**src/rtl/scanner_pkg.sv**
```systemverilog
// Shared types and constants for the scanner exposure sequencer.
package scanner_pkg;

    typedef enum logic [3:0] {
        IDLE     = 4'd0,
        WAIT_ENV = 4'd1,
        SRC_ON   = 4'd2,
        EXPOSE   = 4'd3,
        MOVE     = 4'd4,
        SETTLE   = 4'd5,
        SRC_OFF  = 4'd6,
        DONE     = 4'd7,
        ERROR    = 4'd8
    } state_t;

    localparam logic [1:0] ERR_NONE     = 2'd0;
    localparam logic [1:0] ERR_ENV_TO   = 2'd1;
    localparam logic [1:0] ERR_SRC_TO   = 2'd2;
    localparam logic [1:0] ERR_SRC_LOST = 2'd3;

    // Bits needed to hold (largest wait - 1), since the timer is loaded with N-1.
    function automatic int timer_width(input int a, input int b, input int c, input int d);
        int m;
        m = a;
        if (b > m) m = b;
        if (c > m) m = c;
        if (d > m) m = d;
        return (m < 2) ? 1 : $clog2(m);
    endfunction

endpackage

```
**src/rtl/scanner_exposure_seq_timer.sv**
```systemverilog
// Loadable down-counter shared by all sequencer waits. A load value is
// visible in the same cycle it is presented, so a state sees N cycles for a load of N-1.
module scanner_seq_timer #(
    parameter int W = 5
) (
    input  logic         i_clk,
    input  logic         i_reset,
    input  logic         i_load,
    input  logic [W-1:0] i_load_val,
    output logic         o_tc
);

    logic [W-1:0] r_count;
    logic [W-1:0] w_cur;

    assign w_cur = i_load ? i_load_val : r_count;
    assign o_tc  = (w_cur == {W{1'b0}});

    // Count down to zero and hold there until the next load.
    always_ff @(posedge i_clk) begin
        if (i_reset) begin
            r_count <= {W{1'b0}};
        end else if (w_cur != {W{1'b0}}) begin
            r_count <= w_cur - W'(1);
        end else begin
            r_count <= w_cur;
        end
    end

endmodule

```
**src/rtl/scanner_exposure_seq.sv**
```systemverilog
// Scan engine: brings up the light source, runs NUM_STEPS exposure windows with
// stage moves in between, shuts the source down and reports done or an error code.
module scanner_exposure_seq
    import scanner_pkg::*;
#(
    parameter int NUM_STEPS     = 8,
    parameter int EXPOSE_CYCLES = 4,
    parameter int SETTLE_CYCLES = 2,
    parameter int ENV_TIMEOUT   = 32,
    parameter int SRC_TIMEOUT   = 16
) (
    input  logic                         i_clk,
    input  logic                         i_reset,
    input  logic                         i_start,
    input  logic                         i_abort,
    input  logic                         i_env_ok,
    input  logic                         i_source_on,
    output logic                         o_cmd_source_active,
    output logic                         o_expose_active,
    output logic                         o_stage_move,
    output logic [$clog2(NUM_STEPS)-1:0] o_step_idx,
    output logic                         o_busy,
    output logic                         o_done,
    output logic                         o_err,
    output logic [1:0]                   o_err_code
);

    localparam int TW = timer_width(ENV_TIMEOUT, SRC_TIMEOUT, EXPOSE_CYCLES, SETTLE_CYCLES);
    localparam int SW = $clog2(NUM_STEPS);

    localparam logic [TW-1:0] T_ENV = TW'(ENV_TIMEOUT - 1);
    localparam logic [TW-1:0] T_SRC = TW'(SRC_TIMEOUT - 1);
    localparam logic [TW-1:0] T_EXP = TW'(EXPOSE_CYCLES - 1);
    localparam logic [TW-1:0] T_SET = TW'(SETTLE_CYCLES - 1);
    localparam logic [SW-1:0] LAST_STEP = SW'(NUM_STEPS - 1);

    state_t        r_state;
    logic          r_cmd;
    logic          r_expose;
    logic          r_move;
    logic [SW-1:0] r_step;
    logic          r_busy;
    logic          r_done;
    logic          r_err;
    logic [1:0]    r_code;
    logic          r_aborted;
    logic          r_tmr_load;
    logic [TW-1:0] r_tmr_val;
    logic          w_tc;
    logic          w_busy_state;

    assign w_busy_state = (r_state != IDLE) && (r_state != ERROR);

    scanner_seq_timer #(.W(TW)) u_timer (
        .i_clk      (i_clk),
        .i_reset    (i_reset),
        .i_load     (r_tmr_load),
        .i_load_val (r_tmr_val),
        .o_tc       (w_tc)
    );

    // Sequencer state machine; every transition also reloads the shared timer.
    always_ff @(posedge i_clk) begin
        if (i_reset) begin
            r_state    <= IDLE;
            r_cmd      <= 1'b0;
            r_expose   <= 1'b0;
            r_move     <= 1'b0;
            r_step     <= {SW{1'b0}};
            r_busy     <= 1'b0;
            r_done     <= 1'b0;
            r_err      <= 1'b0;
            r_code     <= ERR_NONE;
            r_aborted  <= 1'b0;
            r_tmr_load <= 1'b0;
            r_tmr_val  <= {TW{1'b0}};
        end else begin
            r_move     <= 1'b0;
            r_done     <= 1'b0;
            r_tmr_load <= 1'b0;
            if (i_abort && w_busy_state) begin
                r_state    <= SRC_OFF;
                r_cmd      <= 1'b0;
                r_expose   <= 1'b0;
                r_aborted  <= 1'b1;
                r_tmr_load <= 1'b1;
                r_tmr_val  <= T_SRC;
            end else begin
                case (r_state)
                    IDLE: begin
                        if (i_start && !i_abort) begin
                            r_state    <= WAIT_ENV;
                            r_step     <= {SW{1'b0}};
                            r_busy     <= 1'b1;
                            r_tmr_load <= 1'b1;
                            r_tmr_val  <= T_ENV;
                        end
                    end
                    WAIT_ENV: begin
                        if (i_env_ok) begin
                            r_state    <= SRC_ON;
                            r_cmd      <= 1'b1;
                            r_tmr_load <= 1'b1;
                            r_tmr_val  <= T_SRC;
                        end else if (w_tc) begin
                            r_state <= ERROR;
                            r_err   <= 1'b1;
                            r_code  <= ERR_ENV_TO;
                            r_busy  <= 1'b0;
                        end
                    end
                    SRC_ON: begin
                        if (i_source_on) begin
                            r_state    <= EXPOSE;
                            r_expose   <= 1'b1;
                            r_tmr_load <= 1'b1;
                            r_tmr_val  <= T_EXP;
                        end else if (w_tc) begin
                            r_state <= ERROR;
                            r_cmd   <= 1'b0;
                            r_err   <= 1'b1;
                            r_code  <= ERR_SRC_TO;
                            r_busy  <= 1'b0;
                        end
                    end
                    EXPOSE, MOVE, SETTLE: begin
                        if (!i_source_on) begin
                            r_state  <= ERROR;
                            r_cmd    <= 1'b0;
                            r_expose <= 1'b0;
                            r_err    <= 1'b1;
                            r_code   <= ERR_SRC_LOST;
                            r_busy   <= 1'b0;
                        end else if (r_state == MOVE) begin
                            r_state    <= SETTLE;
                            r_tmr_load <= 1'b1;
                            r_tmr_val  <= T_SET;
                        end else if (w_tc && r_state == SETTLE) begin
                            r_state    <= EXPOSE;
                            r_expose   <= 1'b1;
                            r_tmr_load <= 1'b1;
                            r_tmr_val  <= T_EXP;
                        end else if (w_tc && r_step == LAST_STEP) begin
                            r_state    <= SRC_OFF;
                            r_expose   <= 1'b0;
                            r_cmd      <= 1'b0;
                            r_tmr_load <= 1'b1;
                            r_tmr_val  <= T_SRC;
                        end else if (w_tc) begin
                            r_state    <= MOVE;
                            r_expose   <= 1'b0;
                            r_move     <= 1'b1;
                            r_step     <= r_step + SW'(1);
                            r_tmr_load <= 1'b1;
                            r_tmr_val  <= T_EXP;
                        end
                    end
                    SRC_OFF: begin
                        if (!i_source_on) begin
                            r_state   <= r_aborted ? IDLE : DONE;
                            r_done    <= !r_aborted;
                            r_busy    <= !r_aborted;
                            r_aborted <= 1'b0;
                        end else if (w_tc) begin
                            r_state   <= ERROR;
                            r_err     <= 1'b1;
                            r_code    <= ERR_SRC_TO;
                            r_busy    <= 1'b0;
                            r_aborted <= 1'b0;
                        end
                    end
                    DONE: begin
                        r_state <= IDLE;
                        r_busy  <= 1'b0;
                    end
                    ERROR: begin
                        r_cmd    <= 1'b0;
                        r_expose <= 1'b0;
                        if (i_start) begin
                            r_state    <= WAIT_ENV;
                            r_err      <= 1'b0;
                            r_code     <= ERR_NONE;
                            r_step     <= {SW{1'b0}};
                            r_busy     <= 1'b1;
                            r_tmr_load <= 1'b1;
                            r_tmr_val  <= T_ENV;
                        end
                    end
                    default: begin
                        r_state  <= IDLE;
                        r_cmd    <= 1'b0;
                        r_expose <= 1'b0;
                        r_busy   <= 1'b0;
                    end
                endcase
            end
        end
    end

    assign o_cmd_source_active = r_cmd;
    assign o_expose_active     = r_expose;
    assign o_stage_move        = r_move;
    assign o_step_idx          = r_step;
    assign o_busy              = r_busy;
    assign o_done              = r_done;
    assign o_err               = r_err;
    assign o_err_code          = r_code;

endmodule
```
**config.mk**
```make
export PLATFORM = sky130hd
export DESIGN_NAME = scanner_exposure_seq
export DESIGN_NICKNAME = d
export VERILOG_FILES = /design/src/rtl/scanner_pkg.sv /design/src/rtl/scanner_exposure_seq_timer.sv /design/src/rtl/scanner_exposure_seq.sv
export SDC_FILE = /design/constraint.sdc
export NUM_CORES = 1
export LEC_CHECK = 0
export CAP_MARGIN = 20
export CORE_ASPECT_RATIO = 0.9
export CORE_MARGIN = 2
export CORE_UTILIZATION = 50
export CTS_CLUSTER_DIAMETER = 200
export CTS_CLUSTER_SIZE = 20
export DETAILED_ROUTE_END_ITERATION = 10
export GPL_TIMING_DRIVEN = 0
export PLACE_DENSITY_LB_ADDON = 0.05
export SLEW_MARGIN = 20
export SYNTH_ARGS = -nofsm -noshare
export SYNTH_HDL_FRONTEND = slang
export SYNTH_SLANG_ARGS = --single-unit
```
**constraint.sdc**
```tcl
create_clock -name i_clk -period 6 [get_ports i_clk]
set_input_delay 1.8 -clock i_clk [delete_from_list [all_inputs] [get_ports i_clk]]
set_output_delay 1.8 -clock i_clk [all_outputs]
set_load 0.05 [all_outputs]
```
**Yosys cells after proc, flatten, opt, wreduce, memory -nomap -nowiden**

Index checks and enable logic that the tools add are counted.

- $add $sub $neg: 2
- Eq/ne operators: 39
- Mux-type cells: 86
- Bitwise gates (word level): 6
- Reduce and logical (&&, ||, !) cells: 33

Operators by type and width:

| operator | count |
|---|---|
| $mux W5 | 11 |
| $mux W4 | 12 |
| $mux W1 | 38 |
| $ne A2 B2 Y1 const B | 15 |
| $reduce_and A7 Y1 | 4 |
| $mux W3 | 9 |
| $pmux W5 S5 | 1 |
| $ne A3 B3 Y1 const B | 8 |
| $pmux W4 S6 | 1 |
| $eq A4 B3 Y1 const B | 4 |
| $reduce_bool A5 Y1 | 3 |
| $mux W2 | 7 |
| $ne A6 B6 Y1 const B | 2 |
| $ne A5 B5 Y1 const B | 2 |
| $pmux W1 S5 | 2 |
| $pmux W2 S5 | 1 |
| $pmux W3 S3 | 1 |
| $reduce_and A9 Y1 | 1 |
| $eq A4 B2 Y1 const B | 2 |
| $reduce_and A8 Y1 | 1 |
| $reduce_or A4 Y1 | 2 |
| $ne A7 B7 Y1 const B | 1 |
| $reduce_or A7 Y1 | 1 |
| $not A1 Y1 | 6 |
| other kinds (24) | 31 |

- Register bits: 27
- Bits of input ports: 6
- Output and inout bits: 11
- Word-level logic and storage cells: 181

**Depth between registers and ports, before layout**

Gate-level depths: netlist of the first run.

- Depth in word-level cells: 9
- Depth in mapped cells: 8
- Mapped depth without buffers: 7

**Cells and area by module**

From an unflattened synthesis of the first run, not the netlist that was laid out.

- Cell total of the unflattened synthesis: 219
- Area total of the unflattened synthesis: 1,803.0 um2

Modules (own cells, without submodules):

| module | times used | cells each | area an instance (um2) | seq. area each (um2) |
|---|---|---|---|---|
| scanner_exposure_seq | 1 | 185 | 1,453.9 | 420.4 |
| scanner_seq_timer | 1 | 34 | 349.1 | 100.1 |

**Worst setup path before layout of the first run**

OpenSTA, ideal clock, no wires.

- Kind: input to register
- Start point: input port i_source_on
- End point: register r_tmr_val[2]
- Setup time: 0.122 ns
- Arrival: 2.911 ns
- Data required time: 5.878 ns
- Setup slack: 2.968 ns
- Stages: 6
- Buffers on the path: 1
- Path through: clkbuf_1 nor2_1 a32o_1 nor2_2 o211ai_1 o311a_1

- Word-level cells in the longest chain between the ends: 2
- Elaborated cells on any way between the ends: 3
- Classes of those cells: 2 x eq/ne; 1 x reduce/logical

Ends and longest elaborated chain:

| item | line | RTL |
|---|---|---|
| start, declared | scanner_exposure_seq.sv:17 | `input logic i_source_on,` |
| $ne A3 B3 Y1 (no line) | - |  |
| $reduce_and A7 Y1 (no line) * | - |  |
| end signal, assigned | scanner_exposure_seq.sv:76 | `r_tmr_val <= {TW{1'b0}};` |
| end, declared | scanner_exposure_seq.sv:48 | `logic [TW-1:0] r_tmr_val;` |

Mark *: on every way between the ends. The rest lies on a longest branch, timed or not.
A chain may end at the register's enable or synchronous reset.

**Worst setup path in the final report of the first run**

- Start point: input port i_env_ok
- End point: register r_tmr_val[2]

- Word-level cells in the longest chain between the ends: 2

Ends and longest elaborated chain:

| item | line | RTL |
|---|---|---|
| start, declared | scanner_exposure_seq.sv:16 | `input logic i_env_ok,` |
| $ne A3 B3 Y1 (no line) | - |  |
| $reduce_and A7 Y1 (no line) | - |  |

No other way between the ends.

==> impl_results.md, run 1 <==
* Status: finished clean
* Distinct cells, synth at just under 60
* Synth warnings at 0
* CP Cell Sequence: clkdlybuf4s50_1, nor2_1, a32o_1, nor2_2, o211ai_1, o311a_1
* Post-CTS Resized at 0
* Min-delay src: r_tmr_val[0]
* # rows at 20
* Crit Reg-Reg Endpoint: r_state[0]
* Maximum vdd drop at roughly 0.25 mV
* Vias at roughly 1,800
* Share of cells above drive strength 1 at under 10%
* Skew-Pair Late Insertion Delay at between 200 and 300 ps
* FFs w/ async S/R, synth at 0%
* Final setup margin at approximately 2700 ps
* Drt drc at 0
* Antenna violations before repair at 0
* WL final at ~4800 um
* WP buf/inv at 1
* Pre-CTS setup slack at approximately 2500 ps
* Post-synth top cells: dfxtp_1 (26), a21oi_1 (25), nand2_1 (17)
* Share of the synthesized area in the top cell type at a little under a third
* DR iter-0 viols at about 220
* Max Cap Viol at 0
* CP max FO at 7
* Reg area at around 520 um^2
* Most frequent cell after synthesis: dfxtp_1
* CP required at slightly above 6000 ps
* Reg clk slew, reported paths at around 90 ps
* Crit end category: flip-flop
* ANT nets after route at 0
* #FFs+latches synth at 26
* Initial Util at roughly half
* Synth-to-layout area growth at 15.4%
* Drt wl/cell at roughly 17 um
* TNS Setup at 0 ps
* Slew HR at 54.6%
* Startpoint Class: input port
* CTS Buf Count at 3
* Setup bufs post-CTS at 0
* Peak Freq at between 0.3 and 0.4 GHz
* R2R depth at 7
* Mean post-synth cell area at 7.81 um^2
* CTS tree: done
* Largest net degree at the start of global routing at 16
* H-tree levels at 1
* Fillers at a little over 300
* Largest delay contributor family on the critical path: compound AO/OA/AOI/OAI gates
* CTS root buffer: clkbuf_8
* Slew at the pin with the worst max-slew slack at 678 ps
* FF-to-FF Start: r_tmr_load
* Leakage power at about 0.75 nW
* Net Count, Synth at 230
* Slew Limit Fails at 0
* Multi-input logic area at 1090 um^2
* CTS Buffer Depth at 2
* Final Core Density at between 50% and 60%
* EDFF count, synth at 0
* Final hold violation count at 0
* Main synth FF type: dfxtp_1
* Period utilization at around 55%
* CP arrival at 3450 ps
* Fin crit period at between 3000 and 4000 ps
* Drt pass-1 iters at 5
* Syn Std Cell Area at ~1700 um^2
* Die width at 65.9 um
* DIE HEIGHT at 59.8 um
* Via density at between 6 and 7
* Die Area at 3940 um^2
* Hold Path Stages at 2
* Total global-route track usage at a little over a quarter
* Reg2reg setup slack at 3540 ps
* Synth area leaders: dfxtp_1 (30%), a21oi_1 (7.2%), o21ai_0 (3.8%)
* Clock skew at ~5.4 ps
* Mapped Cells at between 200 and 250
* CP peak stage delay at 570 ps
* RSZ-0062 raised after global routing: no
* Worst Hold Class: reg2reg
* Gpl congestion at 0.977
* Vias in the first global route at 1,641
* GRT overflow at 0
* Cell taking the most area after synthesis: dfxtp_1
* Num ports at 17
* Port Buf Inserts at 14
* CP max stage cell: clkdlybuf4s50_1
* Post-DP HPWL at about 3500 um
* WHS Endpoint: r_tmr_val[0]
* Seq/Total Area, Yosys at around 30%
* Cts-stage hold buffer count at 0
* First-pass GRT wire length at around 8000 um
* Worst Hold Slack at between 400 and 500 ps
* Total power at 1.20 mW
* Placeable Area at between 3000 and 4000 um^2
* CTS Sinks at 26
* Endpoints failing setup at 0
* N_diodes at 0
* Pwr Density at about 600 nW/um^2
* Critical path type: in2reg
* NumNets Final at between 200 and 250
## kinds of logic (layout without fill, tap and decap cells)
kind of cell    count (synthesis)  in the layout  share of synthesized area [%]
compound gates                 73             73                           29.6
simple gates                   83             83                           26.0
fa+ha+maj                       3              3                           2.17
flops                          26             26                           30.1
xor+xnor                        5              5                           2.54
buf+inv                        26             44                           6.67
mux                             5              5                           2.90
## sequential cells by signal, summed over array words and instances, names as in the netlist
register             count
o_done                   1
r_aborted                1
o_err                    1
o_cmd_source_active      1
o_busy                   1
o_expose_active          1
r_state                  4
u_timer.r_count          5
o_stage_move             1
o_step_idx               3
r_tmr_load               1
r_tmr_val                4
o_err_code               2
## cell type report
class	instances	share of cell area (%)
inverter	7	1.32
tap	44	2.76
sequential	26	26.1
timing repair buffer	14	7.03
buffer	19	4.46
multi-input combinational	169	54.7
clock buffer	3	2.07
clock inverter	1	1.51
## stage by stage
stage	cells	area, um^2
after detailed placement	279	1920
after global routing	283	1990
after CTS	283	1990
after global placement	279	1920
final	283	1990
after floorplan	221	1730
## power by group
group,internal [mW],total [mW],switching (mW)
registers,0.229,0.260,0.0309
logic,0.285,0.791,0.506
clock network,0.0893,0.146,0.0564
## metal layers
metal	wire length (um)	part of all wire, %	GRT usage [%]	vias up
met1	2130	44	38.0	794
met2	2120	44	41.3	110
met3	474	9.9	4.90	15
met5	0	0	0	-
li1	-	-	-	869
met4	87	1.8	6.71	0
## worst max path at each step
stage                         from                   to  slack, ps  cells after the start
2_1_floorplan          i_source_on         r_tmr_val[2]       2970                      6
3_3_place_gp              i_env_ok         r_tmr_val[2]       2420                      6
5_1_grt                    i_abort      o_expose_active       2600                      5
3_5_place_dp              i_env_ok         r_tmr_val[2]       2460                      6
6_report                  i_env_ok         r_tmr_val[2]       2720                      6
4_1_cts        o_cmd_source_active  o_cmd_source_active       2710                      1
## worst min-delay path: cells and delay by family (launching register included)
family          cells  cell delay, ps
compound gates      1              50
flops               1             320
buf+inv             1              40
## layout by cell type (no fill, tap or decap), types with 2 or more instances in the layout
cell	n
a211oi_1	2
a21oi_1	25
a221oi_1	2
a311oi_1	2
a31oi_1	2
a32oi_1	2
and2_1	2
and3_1	5
buf_1	2
buf_2	8
clkbuf_1	8
clkbuf_8	3
clkdlybuf4s50_1	14
dfxtp_1	26
ha_1	3
inv_1	6
mux2i_1	5
nand2_1	17
nand2b_1	5
nand3_1	8
nand4_1	4
nand4b_1	2
nor2_1	13
nor2b_1	4
nor3_1	10
nor4_1	2
o2111ai_1	3
o21a_1	2
o21ai_0	13
o311a_1	3
or3_1	3
xnor2_1	3
xor2_1	2
No activity file was read; power rests on OpenSTA's default activity.
==> inputs of run 2 (changes only) <==
==> constraint.sdc (replaced) <==
create_clock -name i_clk -period 2.95 [get_ports i_clk]
set_input_delay 0.885 -clock i_clk [delete_from_list [all_inputs] [get_ports i_clk]]
set_output_delay 0.885 -clock i_clk [all_outputs]
set_load 0.05 [all_outputs]
==> results of run 2 <==
Same layout as run 1 (identical final DEF). Status: finished clean.
Among the figures that moved: setup slack after placement 2460 ps -> 321 ps; setup slack after layout 2720 ps -> 493 ps; start point of the critical path i_env_ok -> r_tmr_load; end point of the critical path r_tmr_val[2] -> r_state[0]; register-to-register setup slack 3540 ps -> 490 ps; total power 1.20 mW -> 2.43 mW; worst IR drop on VDD 0.251 mV -> 0.511 mV
==> inputs of run 3 (changes only) <==
==> constraint.sdc (replaced) <==
create_clock -name i_clk -period 2.4 [get_ports i_clk]
set_input_delay 0.72 -clock i_clk [delete_from_list [all_inputs] [get_ports i_clk]]
set_output_delay 0.72 -clock i_clk [all_outputs]
set_load 0.05 [all_outputs]
==> impl_results.md, run 3 (synthesis gave the netlist of run 1 again) <==
* CP max FO at 7
* Final setup margin at between 150 and 200 ps
* Drt wl/cell at about 17 um
* Status: finished clean
* Die width at 65.9 um
* CTS tree: done
* CTS Buffer Depth at 2
* Skew-Pair Late Insertion Delay at around 270 ps
* CP required at 2570 ps
* DIE HEIGHT at approximately 60 um
* Crit end category: flip-flop
* DR iter-0 viols at 249
* Cts-stage hold buffer count at 0
* Final hold violation count at 0
* Post-DP HPWL at 3510 um
* Synth-to-layout area growth at 17.4%
* Initial Util at around half
* Slew at the pin with the worst max-slew slack at roughly 650 ps
* Reg clk slew, reported paths at around 90 ps
* CTS Sinks at 26
* Slew Limit Fails at 0
* H-tree levels at 1
* Via density at around 6.2
* Biggest regs: u_timer.r_count: 5 flops, r_state: 4 flops, r_tmr_val: 4 flops
* Maximum vdd drop at about 0.72 mV
* Num ports at 17
* Final Non-Filler Cells at ~290
* CP arrival at approximately 2400 ps
* Max Cap Viol at 0
* Placed Cells at ~280
* Peak Freq at 0.450 GHz
* Slew HR at a little under three fifths
* Vias in the first global route at 1,648
* Period utilization at 92.5%
* Fin crit period at 2220 ps
* Drt drc at 0
* CTS root buffer: clkbuf_8
* Register name with the most flops: u_timer.r_count
* Port Buf Inserts at 14
* Most common cell after layout, fill and taps aside: dfxtp_1
* CTS Buf Count at 3
* Gpl congestion at ~0.98
* GRT overflow at 0
* Total power at 3.09 mW
* Total global-route track usage at about a quarter
* Leakage power at 0.761 nW
* # rows at 20
* Fillers at a little over 300
* N_diodes at 0
* Most frequent cells in the layout: dfxtp_1 (26), a21oi_1 (25), nand2_1 (17)
* Pwr Density at roughly 1500 nW/um^2
* Startpoint Class: flip-flop
* WL final at between 4000 and 5000 um
* RSZ-0062 raised after global routing: no
* Max FFs per register at 5
* Share of cells above drive strength 1 at about a tenth
* Pre-CTS setup slack at -63.9 ps
* Drt pass-1 iters at 5
* Largest net degree at the start of global routing at 16
* Critical path type: reg2reg
* Placeable Area at 3350 um^2
* Antenna violations before repair at 0
* Die Area at 3940 um^2
* Fin area at just over 2000 um^2
* Dpl cell area at 1920 um^2
* ANT nets after route at 0
* Worst Hold Class: reg2reg
* First-pass GRT wire length at just over 8000 um
* Vias at roughly 1,800
* NumNets Final at 251
* Endpoints failing setup at 0
* Clock skew at approximately 4.7 ps
* Worst Hold Slack at about 470 ps
[run 3: cell types whose count changed in the layout (fill, tap and decap cells not counted)]
cell,delta
mux2i_2,+1
buf_4,+2
ha_1,-1
ha_2,+1
a21boi_1,+1
mux2i_4,+1
mux2i_1,-2
a21boi_0,-1
[run 3: path summary, 6_finish.rpt]
check                           cells after the start           from  slack (ps)            end
worst max register to register                      9     r_tmr_load         180     r_state[1]
worst min-delay path                                2  o_err_code[1]         470  o_err_code[1]
worst min register to register                      2  o_err_code[1]         470  o_err_code[1]
worst max-delay path                                9     r_tmr_load         180     r_state[1]
[run 3: critical path, cell delays in order, from the launching register on]
cell and delay [ps]:
dfxtp_1 320, buf_2 210, mux2i_2 300, ha_2 280, nand4_1 120, buf_4 170, buf_4 130, a21oi_1 120
o2111ai_1 170, o221a_2 280
[run 3: layout make-up]
class | count | area, um^2 | share of cell area (%)
clock inverters | 1 | 30.0 | 1.48
well taps | 44 | 55.1 | 2.72
plain buffers | 19 | 88.8 | 4.38
multi-input cells | 169 | 1110 | 54.8
clock buffers | 3 | 41.3 | 2.04
inverters | 7 | 26.3 | 1.30
flip-flops and latches | 26 | 520 | 25.7
repair buffers | 16 | 155 | 7.65
[run 3: routing by layer]
metal / share of wire, % / GRT usage, % / vias up
met5: 0 / 0 / -
met4: 1.1 / 6.71 / 0
met3: 9.7 / 4.90 / 6
met2: 45 / 41.4 / 95
met1: 45 / 37.9 / 793
li1: - / - / 874
[run 3: where the power goes]
| group | leakage (nW) | internal [mW] | switching (mW) |
|---|---|---|---|
| Sequential | 0.214 | 0.573 | 0.0887 |
| Clock | 0.0357 | 0.223 | 0.140 |
| Combinational | 0.512 | 0.778 | 1.28 |
| Total | 0.761 | 1.57 | 1.51 |
[run 3: repair_timing]
item	CTS	global route
cloned	0	0
endpoints found under the setup margin	1	4
resized for setup	0	5
hold endpoints to repair	0	0
pin swaps	1	0
setup buffers	2	0
[run 3: per-stage QoR]
| stage | setup TNS (ps) | utilization [%] |
|---|---|---|
| 5_1_grt | 0 | 60.4 |
| 2_1_floorplan | 0 | - |
| 6_report | 0 | 60.4 |
| 4_1_cts | 0 | 59.9 |
| 3_3_place_gp | -111 | 57.3 |
| 3_5_place_dp | -67.7 | 57.3 |
